--- config.mk ---
export PLATFORM = sky130hd
export DESIGN_NAME = multi_led_pattern_gen_flat
export DESIGN_NICKNAME = d
export VERILOG_FILES = /design/src/rtl/led_pattern_pkg.sv /design/src/rtl/multi_led_pattern_gen_if.sv /design/src/rtl/led_channel.sv /design/src/rtl/multi_led_pattern_gen.sv /design/src/flat_wrapper.sv
export SDC_FILE = /design/constraint.sdc
export NUM_CORES = 1
export LEC_CHECK = 0
export CAP_MARGIN = 20
export CORE_ASPECT_RATIO = 2
export CORE_MARGIN = 2
export CORE_UTILIZATION = 55
export DETAILED_ROUTE_END_ITERATION = 6
export DONT_BUFFER_PORTS = 1
export PLACE_DENSITY = 0.73
export RECOVER_POWER = 100
export REMOVE_ABC_BUFFERS = 1
export SETUP_SLACK_MARGIN = 0.2
export SYNTH_ARGS = -nofsm -noshare
export SYNTH_HDL_FRONTEND = slang
export SYNTH_SLANG_ARGS = --single-unit
export TNS_END_PERCENT = 50
--- constraint.sdc ---
create_clock -name pin3_clk_16mhz -period 3.8 [get_ports pin3_clk_16mhz]
set_clock_uncertainty 0.05 [all_clocks]
set_input_delay 0.76 -clock pin3_clk_16mhz [delete_from_list [all_inputs] [get_ports pin3_clk_16mhz]]
set_output_delay 0.76 -clock pin3_clk_16mhz [all_outputs]
set_load 0.01 [all_outputs]
--- src/rtl/led_pattern_pkg.sv ---
// Shared mode encodings and helpers for the multi-channel LED pattern generator.
package led_pattern_pkg;

    localparam logic [1:0] MODE_OFF       = 2'd0;
    localparam logic [1:0] MODE_ON        = 2'd1;
    localparam logic [1:0] MODE_BLINK     = 2'd2;
    localparam logic [1:0] MODE_BLINK_DIM = 2'd3;

    // A zero half-period would never expire; treat it as "toggle every cycle".
    function automatic logic [31:0] clamp_period(input logic [31:0] period);
        return (period == 32'd0) ? 32'd1 : period;
    endfunction

    // LED level for a channel given its mode, blink phase and PWM gate.
    function automatic logic led_level(input logic [1:0] mode,
                                       input logic       phase,
                                       input logic       dim_on);
        logic lvl;
        case (mode)
            MODE_OFF:       lvl = 1'b0;
            MODE_ON:        lvl = 1'b1;
            MODE_BLINK:     lvl = phase;
            MODE_BLINK_DIM: lvl = phase & dim_on;
            default:        lvl = 1'b0;
        endcase
        return lvl;
    endfunction

endpackage

--- src/rtl/multi_led_pattern_gen_if.sv ---
// Configuration write port: a request/ready handshake plus an error pulse.
interface multi_led_pattern_gen_if #(
    parameter int unsigned NUM_CH = 4,
    parameter int unsigned CNT_W  = 24,
    parameter int unsigned PWM_W  = 8
);
    localparam int unsigned CH_W = (NUM_CH > 1) ? $clog2(NUM_CH) : 1;

    logic             cfg_valid;
    logic             cfg_ready;
    logic [CH_W-1:0]  cfg_ch;
    logic [1:0]       cfg_mode;
    logic [CNT_W-1:0] cfg_period;
    logic [PWM_W-1:0] cfg_duty;
    logic             cfg_err;

    modport master (
        output cfg_valid, cfg_ch, cfg_mode, cfg_period, cfg_duty,
        input  cfg_ready, cfg_err
    );

    modport slave (
        input  cfg_valid, cfg_ch, cfg_mode, cfg_period, cfg_duty,
        output cfg_ready, cfg_err
    );

endinterface

--- src/rtl/led_channel.sv ---
// One LED channel: config registers, half-period timer, blink phase and output bit.
module led_channel
    import led_pattern_pkg::*;
#(
    parameter int unsigned CNT_W        = 24,
    parameter int unsigned PWM_W        = 8,
    parameter int unsigned RESET_PERIOD = 8388608
) (
    input  logic             clk_i,
    input  logic             rst_ni,
    input  logic             load_i,
    input  logic             def_blink_i,
    input  logic [1:0]       cfg_mode_i,
    input  logic [CNT_W-1:0] cfg_period_i,
    input  logic [PWM_W-1:0] cfg_duty_i,
    input  logic [PWM_W-1:0] pwm_cnt_i,
    output logic             led_o
);

    logic [1:0]       mode_q,   mode_d;
    logic [CNT_W-1:0] period_q, period_d;
    logic [PWM_W-1:0] duty_q,   duty_d;
    logic [CNT_W-1:0] timer_q,  timer_d;
    logic             phase_q,  phase_d;
    logic             led_q,    led_d;

    // Next state: a load restarts the pattern and overrides any timer expiry.
    always_comb begin
        mode_d   = mode_q;
        period_d = period_q;
        duty_d   = duty_q;
        timer_d  = timer_q;
        phase_d  = phase_q;
        led_d    = led_level(mode_q, phase_q, (pwm_cnt_i < duty_q));

        if (load_i) begin
            mode_d   = cfg_mode_i;
            period_d = CNT_W'(clamp_period(32'(cfg_period_i)));
            duty_d   = cfg_duty_i;
            timer_d  = '0;
            phase_d  = 1'b1;
        end else if (mode_q == MODE_BLINK || mode_q == MODE_BLINK_DIM) begin
            if (timer_q == period_q - CNT_W'(1)) begin
                timer_d = '0;
                phase_d = ~phase_q;
            end else begin
                timer_d = timer_q + CNT_W'(1);
            end
        end
    end

    // State and output registers; the default selector picks heartbeat or dark.
    always_ff @(posedge clk_i or negedge rst_ni) begin
        if (!rst_ni) begin
            mode_q   <= def_blink_i ? MODE_BLINK : MODE_OFF;
            period_q <= def_blink_i ? CNT_W'(RESET_PERIOD) : CNT_W'(1);
            duty_q   <= '0;
            timer_q  <= '0;
            phase_q  <= 1'b1;
            led_q    <= 1'b0;
        end else begin
            mode_q   <= mode_d;
            period_q <= period_d;
            duty_q   <= duty_d;
            timer_q  <= timer_d;
            phase_q  <= phase_d;
            led_q    <= led_d;
        end
    end

    assign led_o = led_q;

endmodule

--- src/rtl/multi_led_pattern_gen.sv ---
// NUM_CH independently configured LED drivers sharing one PWM counter.
module multi_led_pattern_gen
    import led_pattern_pkg::*;
#(
    parameter int unsigned NUM_CH       = 4,
    parameter int unsigned CNT_W        = 24,
    parameter int unsigned PWM_W        = 8,
    parameter int unsigned RESET_PERIOD = 8388608
) (
    input  logic                    pin3_clk_16mhz,
    input  logic                    rst_n,
    multi_led_pattern_gen_if.slave  cfg_if,
    output logic [NUM_CH-1:0]       led_out
);

    localparam int unsigned CH_W = (NUM_CH > 1) ? $clog2(NUM_CH) : 1;

    logic [PWM_W-1:0] pwm_q, pwm_d;
    logic             ready_q;
    logic             err_q, err_d;
    logic             wr_c;
    logic             bad_ch_c;

    // Write decode, error detection and PWM advance.
    always_comb begin
        wr_c     = cfg_if.cfg_valid & ready_q;
        bad_ch_c = (32'(cfg_if.cfg_ch) >= 32'(NUM_CH));
        err_d    = wr_c & bad_ch_c;
        pwm_d    = pwm_q + PWM_W'(1);
    end

    // Shared registers: PWM counter, ready flag, one-cycle error pulse.
    always_ff @(posedge pin3_clk_16mhz or negedge rst_n) begin
        if (!rst_n) begin
            pwm_q   <= '0;
            ready_q <= 1'b0;
            err_q   <= 1'b0;
        end else begin
            pwm_q   <= pwm_d;
            ready_q <= 1'b1;
            err_q   <= err_d;
        end
    end

    assign cfg_if.cfg_ready = ready_q;
    assign cfg_if.cfg_err   = err_q;

    // One channel per LED; channel 0 comes out of reset as the heartbeat.
    for (genvar i = 0; i < int'(NUM_CH); i++) begin : g_ch
        led_channel #(
            .CNT_W        (CNT_W),
            .PWM_W        (PWM_W),
            .RESET_PERIOD (RESET_PERIOD)
        ) u_ch (
            .clk_i        (pin3_clk_16mhz),
            .rst_ni       (rst_n),
            .load_i       (wr_c && (cfg_if.cfg_ch == CH_W'(i))),
            .def_blink_i  (i == 0),
            .cfg_mode_i   (cfg_if.cfg_mode),
            .cfg_period_i (cfg_if.cfg_period),
            .cfg_duty_i   (cfg_if.cfg_duty),
            .pwm_cnt_i    (pwm_q),
            .led_o        (led_out[i])
        );
    end

endmodule
--- src/flat_wrapper.sv ---
// flat-port wrapper written by rule: the top's interface ports become plain ports
module multi_led_pattern_gen_flat import led_pattern_pkg::*;
#(
    parameter int unsigned NUM_CH       = 4,
    parameter int unsigned CNT_W        = 24,
    parameter int unsigned PWM_W        = 8,
    parameter int unsigned RESET_PERIOD = 8388608
)
  (pin3_clk_16mhz, rst_n, led_out, cfg_if_cfg_valid, cfg_if_cfg_ch, cfg_if_cfg_mode, cfg_if_cfg_period, cfg_if_cfg_duty, cfg_if_cfg_ready, cfg_if_cfg_err);
  multi_led_pattern_gen_if #(.NUM_CH(NUM_CH), .CNT_W(CNT_W), .PWM_W(PWM_W)) cfg_if_i ();
  input  logic pin3_clk_16mhz;
  input  logic rst_n;
  output logic [NUM_CH-1:0] led_out;
  input wire logic [$bits(cfg_if_i.cfg_valid)-1:0] cfg_if_cfg_valid;
  input wire logic [$bits(cfg_if_i.cfg_ch)-1:0] cfg_if_cfg_ch;
  input wire logic [$bits(cfg_if_i.cfg_mode)-1:0] cfg_if_cfg_mode;
  input wire logic [$bits(cfg_if_i.cfg_period)-1:0] cfg_if_cfg_period;
  input wire logic [$bits(cfg_if_i.cfg_duty)-1:0] cfg_if_cfg_duty;
  output wire logic [$bits(cfg_if_i.cfg_ready)-1:0] cfg_if_cfg_ready;
  output wire logic [$bits(cfg_if_i.cfg_err)-1:0] cfg_if_cfg_err;
  assign cfg_if_i.cfg_valid = cfg_if_cfg_valid;
  assign cfg_if_i.cfg_ch = cfg_if_cfg_ch;
  assign cfg_if_i.cfg_mode = cfg_if_cfg_mode;
  assign cfg_if_i.cfg_period = cfg_if_cfg_period;
  assign cfg_if_i.cfg_duty = cfg_if_cfg_duty;
  assign cfg_if_cfg_ready = cfg_if_i.cfg_ready;
  assign cfg_if_cfg_err = cfg_if_i.cfg_err;
  multi_led_pattern_gen #(.NUM_CH(NUM_CH), .CNT_W(CNT_W), .PWM_W(PWM_W), .RESET_PERIOD(RESET_PERIOD)) u_core (.pin3_clk_16mhz(pin3_clk_16mhz), .rst_n(rst_n), .cfg_if(cfg_if_i), .led_out(led_out));
endmodule
==> results of run 1 <==
## placed cells by master, fill, tap and decap left out, drive strengths merged, types with 23 or more instances in the layout
cell / netlist / routed
nand2: 337 / 339
xor2: 89 / 89
clkbuf: 68 / 41
nand3: 47 / 47
nor4: 43 / 43
a21oi: 26 / 26
nor2: 115 / 115
inv: 51 / 51
mux2: 26 / 26
nand4: 28 / 28
o21ai: 84 / 84
buf: 17 / 23
xnor2: 104 / 104
ha: 37 / 37
dfrtp: 240 / 240
nor3: 72 / 72
a21o: 40 / 40
or3: 35 / 35
## per-layer routing
| metal | global-route usage, % | vias up | share of wire [%] |
|---|---|---|---|
| li1 | - | 5931 | - |
| met1 | 30.5 | 6056 | 37 |
| met2 | 51.8 | 308 | 53 |
| met3 | 3.53 | 135 | 3.7 |
| met4 | 17.2 | 0 | 6.7 |
| met5 | 0 | - | 0 |
## path summary, 6_finish.rpt
path	start	to	slack, ps	depth (start not counted)
max	u_core.g_ch[1].u_ch.period_q[0]	u_core.g_ch[1].u_ch.timer_q[13]	230	11
min	rst_n	u_core.g_ch[2].u_ch.period_q[4]	-140	0
min in group pin3_clk_16mhz	cfg_if_cfg_duty[0]	u_core.g_ch[1].u_ch.duty_q[0]	260	2
max in group asynchronous	rst_n	u_core.g_ch[0].u_ch.period_q[23]	3380	0
min reg2reg	u_core.g_ch[3].u_ch.duty_q[0]	u_core.g_ch[3].u_ch.duty_q[0]	440	2
max reg2reg	u_core.g_ch[1].u_ch.period_q[0]	u_core.g_ch[1].u_ch.timer_q[13]	230	11
## kinds of logic (layout without fill, tap and decap cells)
kind of cell	Yosys count	after routing	share of synthesized area, %
other cells	2	2	0.0500
simple gates	812	814	26.5
compound gates	250	250	10.9
mux	37	37	2.68
flops	249	249	41.5
fa+ha+maj	38	38	3.15
xor+xnor	193	193	11.2
buf+inv	137	129	3.94
## power by group
part           internal [W]  leakage, nW  switching [W]
clock               0.00158        0.418        0.00110
combinational      0.000890         3.59        0.00103
sequential          0.00305         3.18       0.000549
## cells in the mapped netlist (6+ instances only)
library cell | n | area, sq um
a21oi_1 | 25 | 125
o211ai_1 | 12 | 90.1
o21ai_0 | 84 | 420
a21o_1 | 40 | 300
dfstp_2 | 9 | 236
inv_1 | 51 | 191
nand4b_1 | 6 | 52.6
nor3_1 | 72 | 360
a2111oi_0 | 6 | 52.6
nor4_1 | 41 | 257
or2_2 | 7 | 43.8
xor2_1 | 89 | 780
nor2b_1 | 11 | 68.8
mux2_2 | 26 | 293
nor2_1 | 110 | 413
a22o_1 | 7 | 61.3
nand3_1 | 47 | 235
nand2_1 | 336 | 1260
and3_1 | 22 | 138
and2_1 | 15 | 93.8
and4_1 | 9 | 78.8
nor4b_1 | 6 | 52.6
a31oi_1 | 21 | 131
ha_1 | 37 | 463
or3_1 | 34 | 213
dfrtp_1 | 240 | 6010
or4_1 | 18 | 135
mux2i_1 | 11 | 110
clkbuf_1 | 68 | 255
nand2b_1 | 19 | 119
xnor2_1 | 104 | 911
nand4_1 | 28 | 175
## layout make-up
class | count | area, sq um
clock buffers | 31 | 668
clock inverters | 13 | 198
multi-input cells | 1334 | 8260
flip-flops and latches | 249 | 6240
repair buffers | 33 | 230
inverters | 52 | 195
well taps | 348 | 435
fillers | 2400 | 10700
## sequential cells by signal (all words and copies together), names as in the netlist
name / flops
u_core.pwm_q: 8
u_core.g_ch.u_ch.duty_q: 32
u_core.g_ch.u_ch.period_q: 96
u_core.g_ch.u_ch.timer_q: 96
u_core.g_ch.u_ch.led_o: 4
u_core.g_ch.u_ch.phase_q: 4
u_core.cfg_if.cfg_ready: 1
u_core.g_ch.u_ch.mode_q: 8
## through the flow
stage / setup slack [ps] / std cells
4_1_cts: 226 / 2054
5_1_grt: 99.7 / 2060
2_1_floorplan: -1830 / 1633
6_report: 228 / 2060
3_5_place_dp: 172 / 2010
3_3_place_gp: 226 / 2010
## timing repair
action / in CTS / in global routing
endpoints found under the setup margin: 22 / 74
pin swaps: 0 / 3
cloned: 0 / 2
resized for setup: 1 / 12
hold endpoints to repair: 240 / 240
setup buffers: 0 / 4
==> metrics, run 1 <==
status finished with violations; failing checks hold timing, capacitance limit, slew limit; Largest stage delay, worst path 560 ps; Clk pin slew, worst setup/hold paths 70 ps; prevailing post-synth register cell dfrtp_1; Max Slew Vio Count 44; Die Width 121 um; GRT Residual Overflow 0; antenna viol nets, final 0; DRC 0; initial DRC count 667; CTS H-tree lvls 1; wire per inst just under 20 um; delay-heaviest family, CP simple AND/OR/NAND/NOR gates; Pre-antenna DRT Iters 5; Final Cell Area approximately 16000 sq um; Min-Delay Path Class in -> async; vias in the first global route roughly 12000; Async SR Flop Fraction 100%; worst path buffer plus inverter count 1; fmax about 280 MHz; CP cell instances inv_1, ha_1, or4b_1, or4_4, or4_1, a211o_1, a21oi_1, nand2_1, or3_4, nand2_8, nor2_1; Tcrit/Tclk final between 90% and 100%; Req. time, crit path ~4200 ps; EDFF count, synth 0; Cells after Synth 1718; static leakage 7.19 nW; first-pass GRT wire length 64500 um; Max-cap violations 1; fin util 60.3%; root buffer cell clkbuf_16; Slew headroom -29.1%; sequential area share after synthesis 41.5%; CP Data Arrival Time 3950 ps; synthesized cell area 15000 sq um; Starting Density 55.9%; core area 26900 sq um; power density cells 505 nW/um^2; row cnt 85; Die H 238 um; crit start category register; vias per cell 6.03; worst hold slack -142 ps; CTS max path bufs 3; largest net degree at the start of global routing 250; all-layer global routing usage between 20% and 30%; Yosys cell types 83; n_diodes 0; Seq cells post-synth 249; Clk Latency, worst-skew pair 550 ps; Fin. Hold Viols 240; minimum clock period 3570 ps; Placed Area between 15000 and 20000 sq um; total wire length 39900 um; Final GP Congestion 0.923; clock sinks around 250; cts bufs inserted 24; Worst path slowest cell or4_4; Setup TNS 0 ps; final net count 1770; share of layout cells above drive strength 1 7.54%; RSZ-0062 raised after global routing true; CTS tree built; critical path class reg -> reg; initial antenna violation count 0; synthesized area per cell 8.75 sq um; routed vias 12400; synthesis-to-layout area growth 7.95%; Top Ports 45; Setup crit end kind register; Max VDD drop between 0.4 and 0.5 mV; Total Power 0.00820 W; port bufs 0; Slew @ Worst Pin 1940 ps; synth warn 0; die area 28800 sq um; CP Max Fanout 11; final setup violating endpoints 0; Post-DP HPWL 28800 um
No activity file was read; power rests on OpenSTA's default activity.
==> run 2: changes to the inputs <==
TNS_END_PERCENT = default   (was 50)
==> run 2 against run 1 <==
- the flow still finishes with violations (hold timing, capacitance limit, slew limit)
- cell count did not move
- maximum frequency is 1.2% lower
- sequential share of layout area up 0.062 points
- critical path depth fell by 2
- register-to-register slack worse by 40 ps
- clock power is essentially flat
- utilization fell by 0.098 points
- combinational power about the same
- worst setup slack worse by 45 ps
- total power is essentially flat
- critical path type unchanged
- largest cell class unchanged
- largest power group unchanged
==> metrics, run 2 (synthesis gave the netlist of run 1 again) <==
Top Ports 45 (unchanged); Clk pin slew, worst setup/hold paths 70 ps (about the same); Slew @ Worst Pin 1970 ps (was 1940 ps); power density cells 506 nW/um^2 (was 505 nW/um^2); Min-Delay Path Class in -> async (unchanged); share of layout cells above drive strength 1 7.59% (was 7.54%); routed vias 12400 (about the same); Max-cap violations 1 (unchanged); cts bufs inserted 24 (unchanged); most frequent cells in the layout 339 x nand2_1, 240 x dfrtp_1, 112 x nor2_1, 104 x xnor2_1, 89 x xor2_1 (was 336 x nand2_1, 240 x dfrtp_1, 112 x nor2_1, 104 x xnor2_1, 89 x xor2_1); CTS H-tree lvls 1 (unchanged); multi-input logic area 8230 sq um (was 8260 sq um); largest net degree at the start of global routing 250 (unchanged); DRC 0 (unchanged); antenna viol nets, final 0 (unchanged); first-pass GRT wire length 64500 um (unchanged); all-layer global routing usage 28.4% (unchanged); WL met2 21200 um (was 21100 um); Die Width 121 um (unchanged); Max VDD drop 0.447 mV (about the same); CP cell instances or4_1, or4_4, or4_4, a211o_1, a21oi_2, nand2_1, or3_4, nand2_1, nor2_1 (was inv_1, ha_1, or4b_1, or4_4, or4_1, a211o_1, a21oi_1, nand2_1, or3_4, nand2_8, nor2_1); initial DRC count 695 (was 667); synthesis-to-layout area growth 7.77% (was 7.95%); DP Worst Slack 172 ps (unchanged); CP Max Fanout 11 (unchanged); Max Slew Vio Count 44 (unchanged); CTS max path bufs 3 (unchanged); Metal-1 WL 14500 um (was 14600 um); port bufs 0 (unchanged); die area 28800 sq um (unchanged); crit path setup slack, layout 183 ps (was 228 ps); Tcrit/Tclk final 95.2% (was 94.0%); crit start category register (unchanged); CTS tree built (unchanged); Setup crit end kind register (unchanged); row cnt 85 (unchanged); vias per cell 6.00 (was 6.03); Req. time, crit path 4170 ps (was 4180 ps); worst hold slack -133 ps (was -142 ps); minimum clock period 3620 ps (was 3570 ps); Largest stage delay, worst path 600 ps (was 560 ps); Die H 238 um (unchanged); CP Data Arrival Time 3980 ps (was 3950 ps); Routed met3 length 1460 um (was 1490 um); commonest non-fill, non-tap cell in the layout nand2_1 (unchanged); total wire length 39800 um (was 39900 um); critical path class reg -> reg (unchanged); final setup violating endpoints 0 (unchanged); Clk Latency, worst-skew pair 550 ps (about the same); status finished with violations (unchanged); Final GP Congestion 0.923 (unchanged); # fillers 2404 (was 2400); GRT Residual Overflow 0 (unchanged); wire per inst 19.3 um (was 19.4 um); static leakage 7.19 nW (about the same); failing checks hold timing, capacitance limit, slew limit (unchanged); Placed Area 15300 sq um (unchanged); Pre-antenna DRT Iters 5 (unchanged); root buffer cell clkbuf_16 (unchanged); fmax 276 MHz (was 280 MHz); Post-DP HPWL 28800 um (unchanged); top flop regs u_core.g_ch.u_ch.period_q x96, u_core.g_ch.u_ch.timer_q x96, u_core.g_ch.u_ch.duty_q x32 (unchanged); Fin. Hold Viols 240 (unchanged); n_diodes 0 (unchanged); vias in the first global route 12400 (unchanged); RSZ-0062 raised after global routing true (unchanged); Final Cell Area 16200 sq um (about the same); Reg area 6240 sq um (unchanged); final net count 1770 (unchanged); delay-heaviest family, CP simple AND/OR/NAND/NOR gates (unchanged); worst path buffer plus inverter count 0 (was 1); Worst path slowest cell or4_1 (was or4_4); Slew headroom -31.3% (was -29.1%); clock sinks 249 (unchanged); initial antenna violation count 0 (unchanged); core area 26900 sq um (unchanged); max layer used met4 (unchanged); Starting Density 55.9% (unchanged)
## run 2: cell counts in the layout (fill, tap and decap cells not counted)
Identical to the previous run, type by type.
## run 2: cell type report
class / count / share of cell area (%)
inverters: 52 / 1.20
clock inverters: 13 / 1.22
well taps: 348 / 2.69
flip-flops and latches: 249 / 38.5
clock buffers: 31 / 4.12
repair buffers: 33 / 1.42
multi-input cells: 1334 / 50.8
## run 2: repair_timing
item / 4_1_cts / 5_1_grt
gates resized for setup: 1 / 13
gates cloned: 0 / 2
buffers inserted: 0 / 4
setup endpoints to repair: 22 / 74
pin swaps: 0 / 5
hold endpoints to repair: 240 / 240
## run 2: power breakdown
| part | switching, W | internal [W] |
|---|---|---|
| registers | 0.000547 | 0.00305 |
| clock network | 0.00109 | 0.00158 |
| logic | 0.00103 | 0.000892 |
## run 2: through the flow
stage                     instances  TNS [ps]  hold slack (ps)  utilization (%)  power, W
after global placement         2010         0              413             57.0   0.00545
after floorplan                1633    -80950              397                -   0.00494
after global routing           2060         0             -151             60.2   0.00863
after CTS                      2054         0             -157             60.2   0.00820
final                          2060         0             -133             60.2   0.00819
after detailed placement       2010         0              426             57.0   0.00552
## run 2: metal layers
layer	vias up	global-route usage (%)
li1	5920	-
met1	6003	30.5
met2	292	51.8
met3	137	3.53
met4	0	17.2
met5	-	0
## run 2: worst paths after layout
check | start | endpoint | slack, ps | cells after the start
worst max-delay path | u_core.g_ch[1].u_ch.period_q[8] | u_core.g_ch[1].u_ch.timer_q[9] | 180 | 9
worst min-delay path | rst_n | u_core.g_ch[2].u_ch.timer_q[5] | -130 | 0
worst max register to register | u_core.g_ch[1].u_ch.period_q[8] | u_core.g_ch[1].u_ch.timer_q[9] | 180 | 9
worst min register to register | u_core.g_ch[3].u_ch.duty_q[0] | u_core.g_ch[3].u_ch.duty_q[0] | 440 | 2
max in group asynchronous | rst_n | u_core.g_ch[0].u_ch.period_q[23] | 3440 | 0
min in group pin3_clk_16mhz | cfg_if_cfg_duty[0] | u_core.g_ch[1].u_ch.duty_q[0] | 260 | 2
